===== config.mk =====
export PLATFORM = sky130hd
export DESIGN_NAME = tick_speed_ctrl
export DESIGN_NICKNAME = d
export VERILOG_FILES = /design/src/rtl/tick_speed_ctrl.sv
export SDC_FILE = /design/constraint.sdc
export NUM_CORES = 1
export LEC_CHECK = 0
export CAP_MARGIN = 30
export CORE_MARGIN = 2
export CORE_UTILIZATION = 60
export DETAILED_ROUTE_END_ITERATION = 16
export GPL_TIMING_DRIVEN = 0
export PLACE_DENSITY = 0.81
export SYNTH_ARGS = -nofsm -noshare
export SYNTH_HDL_FRONTEND = slang
export SYNTH_SLANG_ARGS = --single-unit
export TNS_END_PERCENT = 1

===== constraint.sdc =====
create_clock -name CLK -period 4.65 [get_ports CLK]
set_clock_uncertainty 0.1 [all_clocks]
set_input_delay 1.395 -clock CLK [delete_from_list [all_inputs] [get_ports CLK]]
set_output_delay 1.395 -clock CLK [all_outputs]
set_load 0.02 [all_outputs]

===== src/rtl/tick_speed_ctrl.sv =====
// Game-pacing TICK generator with a speed-up period register and level counter.
// Optional TICK_SIM_FAST_EN shortens the reload count to (PERIOD>>16)-1 for fast simulation.
module tick_speed_ctrl #(
  parameter int CNT_W      = 26,
  parameter int MAX_PERIOD = 12_500_000,
  parameter int MIN_PERIOD = 2_500_000,
  parameter int STEP       = 1_250_000,
  parameter int LVL_W      = 4
) (
  input  logic             CLK,
  input  logic             CLR,
  input  logic             EN,
  input  logic             MAXTIME,
  input  logic             SETTIME,
  output logic             TICK,
  output logic [CNT_W-1:0] PERIOD,
  output logic [LVL_W-1:0] LEVEL,
  output logic             AT_MIN
);

  typedef enum logic [1:0] {
    RUN    = 2'd0,
    HOLD   = 2'd1,
    RELOAD = 2'd2
  } state_t;

  localparam logic [CNT_W-1:0] MAX_P  = CNT_W'(MAX_PERIOD);
  localparam logic [CNT_W-1:0] MIN_P  = CNT_W'(MIN_PERIOD);
  localparam logic [CNT_W-1:0] STEP_P = CNT_W'(STEP);
  // One extra bit so MIN_PERIOD+STEP cannot wrap when compared with PERIOD.
  localparam logic [CNT_W:0]   THRESH = (CNT_W+1)'(MIN_PERIOD) + (CNT_W+1)'(STEP);

  state_t           state;
  logic [CNT_W-1:0] cnt;

  function automatic logic [CNT_W-1:0] reload_of(input logic [CNT_W-1:0] p);
`ifdef TICK_SIM_FAST_EN
    logic [CNT_W-1:0] scaled;
    scaled = p >> 16;
    return (scaled == '0) ? '0 : scaled - CNT_W'(1);
`else
    return p - CNT_W'(1);
`endif
  endfunction

  assign AT_MIN = (PERIOD == MIN_P);

  // Commands take priority over counting; RELOAD picks up the freshly updated PERIOD.
  always_ff @(posedge CLK or posedge CLR) begin
    if (CLR) begin
      state  <= RUN;
      PERIOD <= MAX_P;
      cnt    <= reload_of(MAX_P);
      LEVEL  <= '0;
      TICK   <= 1'b0;
    end else begin
      TICK <= 1'b0;
      if (MAXTIME) begin
        PERIOD <= MAX_P;
        LEVEL  <= '0;
        state  <= RELOAD;
      end else if (SETTIME) begin
        if ({1'b0, PERIOD} >= THRESH) PERIOD <= PERIOD - STEP_P;
        else                          PERIOD <= MIN_P;
        if (LEVEL != '1) LEVEL <= LEVEL + LVL_W'(1);
        state <= RELOAD;
      end else if (state == RELOAD) begin
        cnt   <= reload_of(PERIOD);
        state <= EN ? RUN : HOLD;
      end else if (EN) begin
        state <= RUN;
        if (cnt == '0) begin
          cnt  <= reload_of(PERIOD);
          TICK <= 1'b1;
        end else begin
          cnt <= cnt - CNT_W'(1);
        end
      end else begin
        state <= HOLD;
      end
    end
  end

endmodule


Word-level counts from Yosys, hierarchy flattened:

Cells that the tools add are included.

* flip-flop bits (word level): 59
* bits of input ports: 5
* output and inout bits: 32
* logic and storage cells: 38

* add/sub/neg operators: 4
* $lt $le $gt $ge: 1
* eq/ne operators: 3
* muxes and demuxes: 17
* bitwise logic cells: 2
* reductions and logical operators: 6

Operator list (count)
* $mux W26: 6
* $sub A26 B1 Y26 const B: 2
* $eq A26 B22 Y1 const B: 1
* $ge A26 B22 Y1 const B: 1
* $logic_not A26 Y1: 1
* $sub A26 B21 Y26 const B: 1
* $mux W4: 3
* $mux W1: 6
* $reduce_bool A2 Y1: 3
* $add A4 B1 Y4 const B: 1
* $mux W2: 2
* $ne A4 B4 Y1 const B: 1
* $reduce_and A3 Y1: 1
* $eq A2 B2 Y1 const B: 1
* $not A1 Y1: 2
* $reduce_and A2 Y1: 1

Longest topological paths before layout:

Gate-level depths: netlist of the first run.

* depth in word-level cells: 6
* mapped depth: 9
* gate-level depth less buffers: 8

Worst setup path before layout of the first run:

OpenSTA, ideal clock, no wires.

* path kind: register -> output
* start point: reg PERIOD[17]
* end point: out AT_MIN
* arrival: 1989 ps
* data required time: 3155 ps
* slack: 1166 ps
* cell stages (with the launch flop): 5
* path buffers: 1
* path through: dfstp_2 clkbuf_1 nor4bb_1 nand4_1 nor4_1

* longest elaborated chain between the ends: 1

Ends and longest elaborated chain
* start, declared: line 16 `output logic [CNT_W-1:0] PERIOD,`
* start signal, assigned: line 63 `if ({1'b0, PERIOD} >= THRESH) PERIOD <= PERIOD - STEP_P;`
* $eq A26 B22 Y1: line 46 `assign AT_MIN = (PERIOD == MIN_P);`
* end, declared: line 18 `output logic AT_MIN`

No other way between the ends.

Worst setup path after layout of the first run:

Ends and elaborated chain as after synthesis.

==> impl_metrics.csv, run 1 <==
group,metric,value,unit
synth,yosysTopAreaCell,"dfstp_2",
critical_path,r2r_slack,1.94,ns
synth,ys_warn_count,0,
timing,setup_tns,0,ns
placement,io_buffers,31,
critical_path,cp_max_fo,10,
die,die_h,84.2,µm
die,core_area,6280,µm²
synth,synth.distinct_cells,62,
timing,setup_slack,0.307,ns
timing,slew_headroom,57.5,%
outcome,status,"finished, final reports clean",
critical_path,start_kind,"flip-flop",
layout,areaGrowthSynthToFinish,13.5,%
timing,slew_viol_final,0,
synth,ys_ff_latch,55,
timing,rsz0062_at_grt,"no",
synth,synth_edf_count,0,
drt,vias,3733,
critical_path,path_cells,"clkbuf_1 -> nor4bb_1 -> nand4_1 -> nor4_1 -> clkdlybuf4s50_1",
grt,antenna_found_initial,0,
critical_path,crit_path_max_incr_delay,0.70,ns
synth,syn_avg_cell_area,8.30,µm²
min_path,min_path_type,"reg2reg",
critical_path,crit_arrival,2.85,ns
critical_path,worstRegToRegCells,7,
clock_tree,clk_path_buf_depth,2,
clock_tree,cts_root_buffer,"clkbuf_8",
critical_path,r2r-start,"PERIOD[5]",
critical_path,crit_path_end_kind,"primary output",
critical_path,criticalPathCategory,"reg2out",
synth,synthesis.area,3860,µm²
power_and_ir_drop,seqPwrFrac,49.4,%
layout,final_common_cell,"nor2_1",
die,die_w,84.2,µm
synth,ys_seq_area_share,36.6,%
clock_tree,clkSinkCount,55,
synth,yosys-top-cells-area,"dfstp_2, dfrtp_1, o21ai_0, a21oi_1, nor2_1",
grt,grt_max_degree,36,
layout,final_nets,518,
clock_tree,postCtsSetupBuffers,0,
power_and_ir_drop,p_sw_share,36.0,%
clock_tree,clock_latency,0.32,ns
critical_path,worst_setup_path_startpoint,"PERIOD[17]",
power_and_ir_drop,power.density,300,nW/µm²
grt,grt_pass1_wl,17000,µm
placement,place.gp.congestion,0.907,
timing,max_freq,230,MHz
placement,post-place-cells,577,
clock_tree,cts_hold_buf,0,
power_and_ir_drop,comb_power_share,30.6,%
layout,post-route-util,69.7,%
timing,final-hold-violation-count,0,
layout,drive_above_1_share,12.6,%
timing,setup-violations-final,0,
placement,placed_cell_area,4300,µm²
placement,dp_hpwl,7400,µm
synth,ys.flop_type,"dfstp_2",
grt,grt_pass1_vias,3526,
min_path,hold_depth,2,
die,dieArea,7090,µm²
clock_tree,cts_tree,"yes",
clock_tree,cts_made_buffers,5,
placement,place_ws,0.674,ns
clock_tree,h-tree-depth,2,
critical_path,worstPathRequired,3.15,ns
layout,fillers,509,
timing,whs,0.396,ns
drt,routed_via_density,6.38,
power_and_ir_drop,vdd_drop_max,196,µV
layout,num_antenna_cells,0,
critical_path,endpoint,"AT_MIN",
synth,async_reset_ff_share,100,%
critical_path,r2r_end,"PERIOD[24]",
critical_path,cpMaxStageDelayCell,"clkdlybuf4s50_1",
timing,worst_pin_slew,0.628,ns
layout,finalNonFillerCells,585,
drt,routed_wl,10200,µm
grt,grt.overflow.total,0,
timing,finalCritPeriodShare,93.4,%
drt,ant_nets,0,
power_and_ir_drop,leakage,1.67,nW
power_and_ir_drop,p_total,1.31,mW
layout,final_cell_mix,"nor2_1, o21ai_0, a21oi_1",
die,num_rows,29,
timing,period_needed,4.34,ns
layout,design_area,4380,µm²
die,pin_count,37,
clock_tree,clkSlewWorstSetupHoldPaths,0.10,ns
power_and_ir_drop,switchingPower,0.474,mW
drt,detail_route.wl_per_cell,17.4,µm
drt,drc,0,
drt,first_iter_violations,250,
power_and_ir_drop,clkPwrFrac,20.0,%
synth,syn_inst,465,
job,max-cap-violations,0,
power_and_ir_drop,power.internal,0.840,mW
die,start_util,61.5,%
drt,drt_pass1_iterations,4,
synth,synth_top_area_share,19.1,%
grt,track_usage,29.3,%
clock_tree,post_cts_resized,0,
==> power by group through the flow <==
stage / registers (mW) / clock network, mW / logic, mW
3_5_place_dp: 0.654 / 0 / 0.396
6_report: 0.649 / 0.263 / 0.402
2_1_floorplan: 0.663 / 0 / 0.262
4_1_cts: 0.646 / 0.270 / 0.398
3_3_place_gp: 0.651 / 0 / 0.384
5_1_grt: 0.659 / 0.285 / 0.439
==> final cells by class <==
type | count | area, µm² | share of cell area (%)
flip-flops and latches | 55 | 1410 | 32.2
plain buffers | 39 | 174 | 3.97
multi-input cells | 360 | 2230 | 51.0
clock buffers | 7 | 76.3 | 1.74
inverters | 14 | 52.6 | 1.20
repair buffers | 32 | 330 | 7.55
well taps | 77 | 96.3 | 2.20
clock inverters | 1 | 5.00 | 0.114
==> layer usage <==
| layer | track usage [%] | part of all wire (%) |
|---|---|---|
| met5 | 0 | 0 |
| met3 | 4.13 | 6.8 |
| met2 | 47.7 | 48 |
| met1 | 39.9 | 43 |
| met4 | 11.0 | 2.4 |
==> worst min path at each step <==
| stage | start | to | slack (ns) |
|---|---|---|---|
| floorplan | cnt[21] | cnt[21] | 0.36 |
| global placement | cnt[21] | cnt[21] | 0.37 |
| detailed placement | cnt[21] | cnt[21] | 0.38 |
| CTS | cnt[21] | cnt[21] | 0.40 |
| global route | cnt[21] | cnt[21] | 0.40 |
| finish | cnt[21] | cnt[21] | 0.40 |
==> logic make-up after synthesis <==
family / share of synthesized area, %
buffers and inverters: 5.87
AND/OR/NAND/NOR: 26.7
multiplexers: 0.292
other: 0.0972
flip-flops: 36.6
XOR/XNOR: 7.27
AO/OA/AOI/OAI: 21.3
adder cells (fa/ha/maj): 1.95
==> state kept, by name, summed over array words and instances (netlist names) <==
| name | flops |
|---|---|
| LEVEL | 4 |
| PERIOD | 22 |
| TICK | 1 |
| cnt | 26 |
| state | 2 |
==> worst max-delay path, delay by kind of cell, from the launching register on <==
family        cells  cell delay, ns
flops             1            0.54
buf+inv           2            1.09
simple gates      3            0.90
==> cells in the mapped netlist, types with 7 or more instances <==
cell type and n:
or3_1 8, nand2_1 34, nor4_1 11, dfrtp_1 27, nor3_1 27, nand4_1 7
nor2_1 49, xnor2_1 19, a21oi_1 37, nand3_1 18, o21ai_0 38, clkbuf_1 25
buf_2 9, xor2_1 13, dfstp_2 28, inv_1 14
Power figures use the tool's default switching activity.
==> run 2, diff against run 1 <==
Settings changed: MAX_ROUTING_LAYER set to met4.
==> impl_metrics.csv, run 2 (synthesis gave the netlist of run 1 again) <==
group,metric,value,unit
clock_tree,post_cts_resized,0,
clock_tree,cts_hold_buf,0,
power_and_ir_drop,seqPwrFrac,49.3,%
drt,drt_pass1_iterations,6,
drt,first_iter_violations,279,
layout,top_regs,"cnt: 26 flops, PERIOD: 22 flops, LEVEL: 4 flops",
critical_path,worst_setup_path_startpoint,"PERIOD[17]",
timing,setup-violations-final,0,
drt,ant_nets,0,
clock_tree,cts_tree,"yes",
placement,io_buffers,31,
layout,areaGrowthSynthToFinish,13.5,%
layout,drive_above_1_share,12.6,%
power_and_ir_drop,leakage,1.67,nW
critical_path,cp_max_fo,10,
layout,final_nets,518,
timing,slew_viol_final,0,
die,num_rows,29,
power_and_ir_drop,vdd_drop_max,196,µV
clock_tree,clkSinkCount,55,
layout,regMostFlops,"cnt",
grt,track_usage,30.2,%
clock_tree,h-tree-depth,2,
timing,worst_pin_slew,0.640,ns
die,die_h,84.2,µm
critical_path,r2r_end,"PERIOD[24]",
critical_path,r2r-start,"PERIOD[5]",
grt,grt_max_degree,36,
job,max-cap-violations,0,
clock_tree,cts_made_buffers,5,
outcome,status,"finished, final reports clean",
grt,grt.overflow.total,0,
drt,routed_wl,10100,µm
critical_path,crit_arrival,2.93,ns
clock_tree,clkSlewWorstSetupHoldPaths,0.10,ns
drt,detail_route.wl_per_cell,17.3,µm
timing,slew_headroom,56.7,%
critical_path,r2r_slack,1.95,ns
layout,finalNonFillerCells,585,
die,dieArea,7090,µm²
grt,grt_pass1_vias,3536,
layout,post-route-util,69.7,%
die,core_area,6280,µm²
critical_path,endpoint,"AT_MIN",
layout,largest_register_ffs,26,
critical_path,worstRegToRegCells,7,
critical_path,worstPathRequired,3.15,ns
timing,finalCritPeriodShare,95.2,%
grt,antenna_found_initial,0,
die,pin_count,37,
drt,drc,0,
timing,setup_tns,0,ns
power_and_ir_drop,switchingPower,0.475,mW
clock_tree,postCtsSetupBuffers,0,
layout,final_cell_mix,"nor2_1, o21ai_0, a21oi_1",
drt,routed_via_density,6.28,
placement,post-place-cells,577,
timing,whs,0.396,ns
placement,placed_cell_area,4300,µm²
power_and_ir_drop,clkPwrFrac,20.1,%
power_and_ir_drop,comb_power_share,30.6,%
timing,max_freq,226,MHz
drt,vias,3673,
layout,num_antenna_cells,0,
clock_tree,cts_root_buffer,"clkbuf_8",
timing,final-hold-violation-count,0,
placement,dp_hpwl,7400,µm
die,die_w,84.2,µm
placement,place.gp.congestion,0.922,
power_and_ir_drop,power.internal,0.841,mW
layout,final_common_cell,"nor2_1",
die,start_util,61.5,%
grt,grt_pass1_wl,17000,µm
critical_path,start_kind,"flip-flop",
timing,period_needed,4.43,ns
layout,design_area,4380,µm²
critical_path,criticalPathCategory,"reg2out",
clock_tree,clk_path_buf_depth,2,
power_and_ir_drop,power.density,301,nW/µm²
clock_tree,clock_latency,0.32,ns
critical_path,crit_path_end_kind,"primary output",
timing,rsz0062_at_grt,"no",
min_path,min_path_type,"reg2reg",
power_and_ir_drop,p_sw_share,36.1,%
-- run 2: cell counts in the layout (fill, tap and decap cells not counted) --
Identical to the previous run, type by type.
-- run 2: metal layers --
layer | up-vias | part of all wire [%] | GRT usage, % | routed length [µm]
met5 | - | 0 | - | 0
met4 | 0 | 2.5 | 11.0 | 249
met3 | 27 | 6.2 | 3.83 | 630
met2 | 158 | 48 | 47.7 | 4830
met1 | 1739 | 44 | 40.2 | 4430
li1 | 1749 | - | - | -
-- run 2: final cells by class --
| type | count | area (µm²) |
|---|---|---|
| multi-input cells | 360 | 2230 |
| clock inverters | 1 | 5.00 |
| flip-flops and latches | 55 | 1410 |
| fillers | 509 | 1900 |
| repair buffers | 32 | 330 |
| well taps | 77 | 96.3 |
| inverters | 14 | 52.6 |
| plain buffers | 39 | 174 |
| clock buffers | 7 | 76.3 |
-- run 2: critical path: stages, from the launching register on --
cell and delay (ns):
dfstp_2 0.54, clkbuf_1 0.40, nor4bb_1 0.35, nand4_1 0.14, nor4_1 0.47, clkdlybuf4s50_1 0.72
-- run 2: power by group through the flow --
stage	clock (mW)	sequential [mW]	combinational, mW
global route	0.286	0.659	0.439
floorplan	0	0.663	0.262
global placement	0	0.651	0.384
CTS	0.270	0.646	0.398
detailed placement	0	0.654	0.396
finish	0.265	0.649	0.402
-- run 2: worst min-delay path by stage --
stage,slack (ns),end,cells past startpoint,start
3_5_place_dp,0.38,cnt[21],2,cnt[21]
5_1_grt,0.40,cnt[21],2,cnt[21]
2_1_floorplan,0.36,cnt[21],2,cnt[21]
3_3_place_gp,0.37,cnt[21],2,cnt[21]
6_report,0.40,cnt[21],2,cnt[21]
4_1_cts,0.40,cnt[21],2,cnt[21]
-- run 2: through the flow --
step | worst slack [ns] | total power, mW
6_report | 0.225 | 1.32
2_1_floorplan | 1.17 | 0.924
4_1_cts | 0.281 | 1.31
3_5_place_dp | 0.674 | 1.05
5_1_grt | 0.184 | 1.38
3_3_place_gp | 0.768 | 1.03
==> run 3, diff against run 2 <==
Settings changed: CORE_MARGIN 2 to 3, GPL_ROUTABILITY_DRIVEN set to 0, SLEW_MARGIN set to 40.
==> impl_metrics.csv, run 3 (synthesis gave the netlist of run 1 again) <==
group,metric,value,unit
layout,regMostFlops,"cnt",
clock_tree,cts_tree,"yes",
critical_path,cp_max_fo,10,
critical_path,worstRegToRegCells,7,
drt,ant_nets,0,
critical_path,crit_path_end_kind,"primary output",
clock_tree,clkSlewWorstSetupHoldPaths,0.11,ns
layout,finalNonFillerCells,583,
clock_tree,cts_hold_buf,0,
layout,num_antenna_cells,0,
layout,drive_above_1_share,13.0,%
critical_path,r2r_end,"PERIOD[24]",
drt,vias,3724,
timing,period_needed,4.27,ns
power_and_ir_drop,power.density,302,nW/µm²
clock_tree,clkSinkCount,55,
critical_path,path_cells,"clkbuf_1 -> nor4bb_1 -> nand4_1 -> nor4_1 -> clkdlybuf4s50_1",
layout,final_nets,518,
critical_path,r2r_slack,1.93,ns
layout,final_cell_mix,"nor2_1, o21ai_0, a21oi_1",
timing,setup_tns,0,ns
die,die_h,86.2,µm
timing,finalCritPeriodShare,91.7,%
clock_tree,cts_made_buffers,5,
timing,worst_pin_slew,0.633,ns
grt,grt_max_degree,35,
timing,slew_headroom,57.1,%
timing,max_freq,234,MHz
layout,design_area,4380,µm²
clock_tree,clock_latency,0.31,ns
timing,slew_viol_final,0,
drt,first_iter_violations,253,
timing,whs,0.392,ns
min_path,hold_depth,2,
die,num_rows,28,
job,max-cap-violations,0,
critical_path,start_kind,"flip-flop",
placement,io_buffers,31,
placement,post-place-cells,575,
grt,grt_pass1_vias,3453,
critical_path,criticalPathCategory,"reg2out",
clock_tree,cts_root_buffer,"clkbuf_8",
layout,final_common_cell,"nor2_1",
placement,dp_hpwl,7440,µm
power_and_ir_drop,vdd_drop_max,199,µV
die,dieArea,7430,µm²
drt,drc,0,
power_and_ir_drop,leakage,1.67,nW
die,core_area,6060,µm²
critical_path,worstPathRequired,3.15,ns
critical_path,cp_num_cells,5,
critical_path,crit_path_max_incr_delay,0.68,ns
timing,final-hold-violation-count,0,
grt,grt.overflow.total,0,
die,die_w,86.2,µm
layout,post-route-util,72.3,%
drt,drt_pass1_iterations,5,
min_path,worstHoldStart,"cnt[21]",
critical_path,crit_family,"buffers and inverters",
die,pin_count,37,
drt,routed_via_density,6.39,
clock_tree,postCtsSetupBuffers,0,
drt,routed_wl,10300,µm
critical_path,path_buf_inv,2,
grt,antenna_found_initial,0,
critical_path,cpMaxStageDelayCell,"clkdlybuf4s50_1",
clock_tree,h-tree-depth,2,
grt,track_usage,29.0,%
grt,grt_pass1_wl,16900,µm
placement,placed_cell_area,4300,µm²
min_path,holdPathEnd,"cnt[21]",
layout,largest_register_ffs,26,
clock_tree,post_cts_resized,0,
min_path,min_path_type,"reg2reg",
outcome,status,"finished, final reports clean",
timing,rsz0062_at_grt,"no",
layout,top_regs,"cnt: 26 flops, PERIOD: 22 flops, LEVEL: 4 flops",
drt,detail_route.wl_per_cell,17.7,µm
critical_path,crit_arrival,2.77,ns
critical_path,r2r-start,"PERIOD[5]",
clock_tree,clk_path_buf_depth,2,
die,start_util,63.6,%
layout,areaGrowthSynthToFinish,13.7,%
timing,setup-violations-final,0,
==> run 3: worst min-delay path: stages, from the launching register on <==
cell	delay, ns
dfstp_2	0.38
o21ai_0	0.07
nand2_1	0.05
==> run 3: per-layer routing <==
metal / wire length (µm) / track usage, % / up-vias / share of wire, %
li1: - / - / 1754 / -
met1: 4530 / 39.2 / 1756 / 44
met2: 4950 / 45.2 / 186 / 48
met3: 664 / 3.80 / 28 / 6.4
met4: 210 / 10.3 / 0 / 2.0
met5: 0 / - / - / 0
==> run 3: worst max path at each step <==
stage                     slack [ns]     end  startpoint
after floorplan                 1.17  AT_MIN  PERIOD[17]
after global placement          0.77  AT_MIN  PERIOD[17]
after detailed placement        0.77  AT_MIN  PERIOD[17]
after CTS                       0.39  AT_MIN  PERIOD[17]
after global routing            0.18  AT_MIN  PERIOD[17]
final                           0.38  AT_MIN  PERIOD[17]
==> run 3: area by class of cell <==
class / count / area [µm²]
plain buffers: 39 / 174
clock buffers: 5 / 68.8
clock inverters: 3 / 20.0
fillers: 490 / 1680
inverters: 14 / 55.1
multi-input cells: 360 / 2230
flip-flops and latches: 55 / 1410
well taps: 75 / 93.8
repair buffers: 32 / 330
==> run 3: report_power, final <==
part	internal (mW)	switching [mW]	total (mW)
logic	0.161	0.242	0.403
clock network	0.105	0.165	0.271
registers	0.573	0.0776	0.651
==> run 3: stage by stage <==
| step | total power [mW] | setup slack [ns] |
|---|---|---|
| CTS | 1.32 | 0.393 |
| detailed placement | 1.05 | 0.772 |
| finish | 1.32 | 0.384 |
| floorplan | 0.924 | 1.17 |
| global route | 1.39 | 0.179 |
| global placement | 1.04 | 0.772 |
==> variant, RTL diff (config.mk and constraints of run 1) <==
Register the inputs `EN`, `MAXTIME` and `SETTIME` before use, cleared by the reset. The logic sees them one clock later.
--- a/src/rtl/tick_speed_ctrl.sv
+++ b/src/rtl/tick_speed_ctrl.sv
@@ -32,2 +32,18 @@
 
+  logic EN_q;
+  logic MAXTIME_q;
+  logic SETTIME_q;
+
+  always_ff @(posedge CLK or posedge CLR) begin
+    if (CLR) begin
+      EN_q      <= '0;
+      MAXTIME_q <= '0;
+      SETTIME_q <= '0;
+    end else begin
+      EN_q      <= EN;
+      MAXTIME_q <= MAXTIME;
+      SETTIME_q <= SETTIME;
+    end
+  end
+
   state_t           state;
@@ -57,3 +73,3 @@
       TICK <= 1'b0;
-      if (MAXTIME) begin
+      if (MAXTIME_q) begin
         PERIOD <= MAX_P;
@@ -61,3 +77,3 @@
         state  <= RELOAD;
-      end else if (SETTIME) begin
+      end else if (SETTIME_q) begin
         if ({1'b0, PERIOD} >= THRESH) PERIOD <= PERIOD - STEP_P;
@@ -68,4 +84,4 @@
         cnt   <= reload_of(PERIOD);
-        state <= EN ? RUN : HOLD;
-      end else if (EN) begin
+        state <= EN_q ? RUN : HOLD;
+      end else if (EN_q) begin
         state <= RUN;
Function: changed (Yosys sat finds a counterexample within 4 cycles, from zero or initial values).
==> variant against run 1 <==
  * Final area rose by 4.0%
  * Total power rose by 14%
  * Final cell count rose by 2.1%
  * Setup slack improved by 25 ps
  * Highest routed layer unchanged
  * Sequential cell count rose by 3
  * Global-route usage fell by 0.17 points
  * Routed wire length rose by 0.53%
  * Synthesized area rose by 1.9%
  * Fmax rose by 0.58%
==> variant: results (changes against run 1) <==
[worst_hold_path]
hold_end=state[0]$_DFF_PP0_
hold_path_depth=1  ; -1
worstHoldStart=EN_q$_DFF_PP0_

[run_status]
status=complete, no violations

[timing]
holdWs_ps=354.1  ; -41.89 ps
max-slew-margin-rel_pct=58.35  ; +0.89 points

[power_and_ir_drop]
ir_drop_uv=204.5  ; +4.3%
leakage_uw=0.001750  ; +4.8%
p_switching_uw=517.7  ; +9.3%

[routing]
dr.first_iter.drc_count=254  ; +1.6%
vias_per_cell=6.379  ; about the same
dr.pass1.iters=5  ; +1
routed_wl_mm=10.22  ; +0.53%
vias=3808  ; +2.0%

[critical_path]
cp_slowest_stage_delay_ps=680  ; -20 ps
cpMaxStageDelayCell=clkdlybuf4s50_1
worstRegToRegCells=7  ; unchanged
r2r_start=PERIOD[4]$_DFFE_PP0N_
crit_arrival_ps=2820  ; -30 ps
rrSetupSlack_ps=1900  ; -40 ps

[placed_design]
post-dp-hpwl_mm=7.211  ; -2.6%
post-place-cells=581  ; +0.69%
io_buffers=32  ; +3.2%
gp_congestion=0.9335  ; +3.0%
placed_area_sq_mm=0.004380  ; +2.0%
preCtsSetupSlack_ps=803.1  ; +128.7 ps

[clock_network]
cts-buffers-inserted=9  ; +4
clk_pin_slew_worst_paths_ps=70  ; -30 ps
clk_latency_ps=360  ; +40 ps
cts_max_level=3  ; +1

[synthesis]
synthArstFlopShare_pct=100.0  ; unchanged
avgSynthCellArea_sq_um=8.403  ; +1.3%
synth_common_cells=nor2_1, o21ai_0, a21oi_1
synthTopCellsByArea=dfrtp_1, dfstp_2, o21ai_0
synth_top_flop_cell=dfrtp_1
yosysSeqAreaShare_pct=37.80  ; +1.2 points

[global_route]
grt_use_total_pct=29.12  ; -0.17 points
grt_max_degree=44  ; +22%
grt_pass1_vias=3509  ; -0.48%
antenna_found_initial=0  ; unchanged
grt_pass1_wl_mm=16.83  ; -0.97%

[finish]
drive_above_1_share_pct=13.27  ; +0.67 points
nNetsFinal=526  ; +1.5%
antenna_cells=0  ; unchanged

## variant: cell types whose count changed in the layout (fill, tap and decap cells not counted), sizes merged
cell,change
clkinv,-1
clkdlybuf4s50,+1
clkbuf,+9
dfrtp,+3
## variant: routing by layer
layer	vias up	share of wire (%)	global-route usage, %
met5	-	0	0
met4	0	3.1	14.86
met3	34	6.8	5.837
met2	178	47	45.53
met1	1810	43	38.41
li1	1786	-	-
## variant: how the worst max path moves through the flow
stage / slack (ps) / startpoint / cells after the start / endpoint
detailed placement: 800 / PERIOD[17]$_DFFE_PP1N_ / 5 / AT_MIN
CTS: 380 / PERIOD[17]$_DFFE_PP1N_ / 5 / AT_MIN
finish: 330 / PERIOD[17]$_DFFE_PP1N_ / 5 / AT_MIN
global placement: 720 / CLR / 2 / PERIOD[8]$_DFFE_PP0N_
global route: 280 / PERIOD[17]$_DFFE_PP1N_ / 5 / AT_MIN
floorplan: 1170 / PERIOD[17]$_DFFE_PP1N_ / 4 / AT_MIN
## variant: cell families (layout without fill, tap and decap cells)
group	after synthesis	count (layout)	share of synthesized area [%]
XOR/XNOR	32	32	7.127
flip-flops	58	58	37.80
multiplexers	1	1	0.2863
buffers and inverters	53	102	5.759
AO/OA/AOI/OAI	129	129	20.87
adder cells (fa/ha/maj)	6	6	1.909
AND/OR/NAND/NOR	188	188	26.15
other	1	4	0.09536
## variant: power by group through the flow
stage                     logic (uW)  registers (uW)  clock network [uW]
after floorplan                  262             691                   0
after detailed placement         395             681                   0
after global routing             438             686                 448
final                            400             676                 428
after CTS                        398             674                 425
after global placement           384             679                   0
## variant: area by class of cell
cell class	instances	area (sq um)
buffer	39	173.9
tap	77	96.34
inverter	14	52.55
timing repair buffer	33	340.3
multi-input combinational	360	2231
fill	513	1799
clock buffer	16	170.2
sequential	58	1486
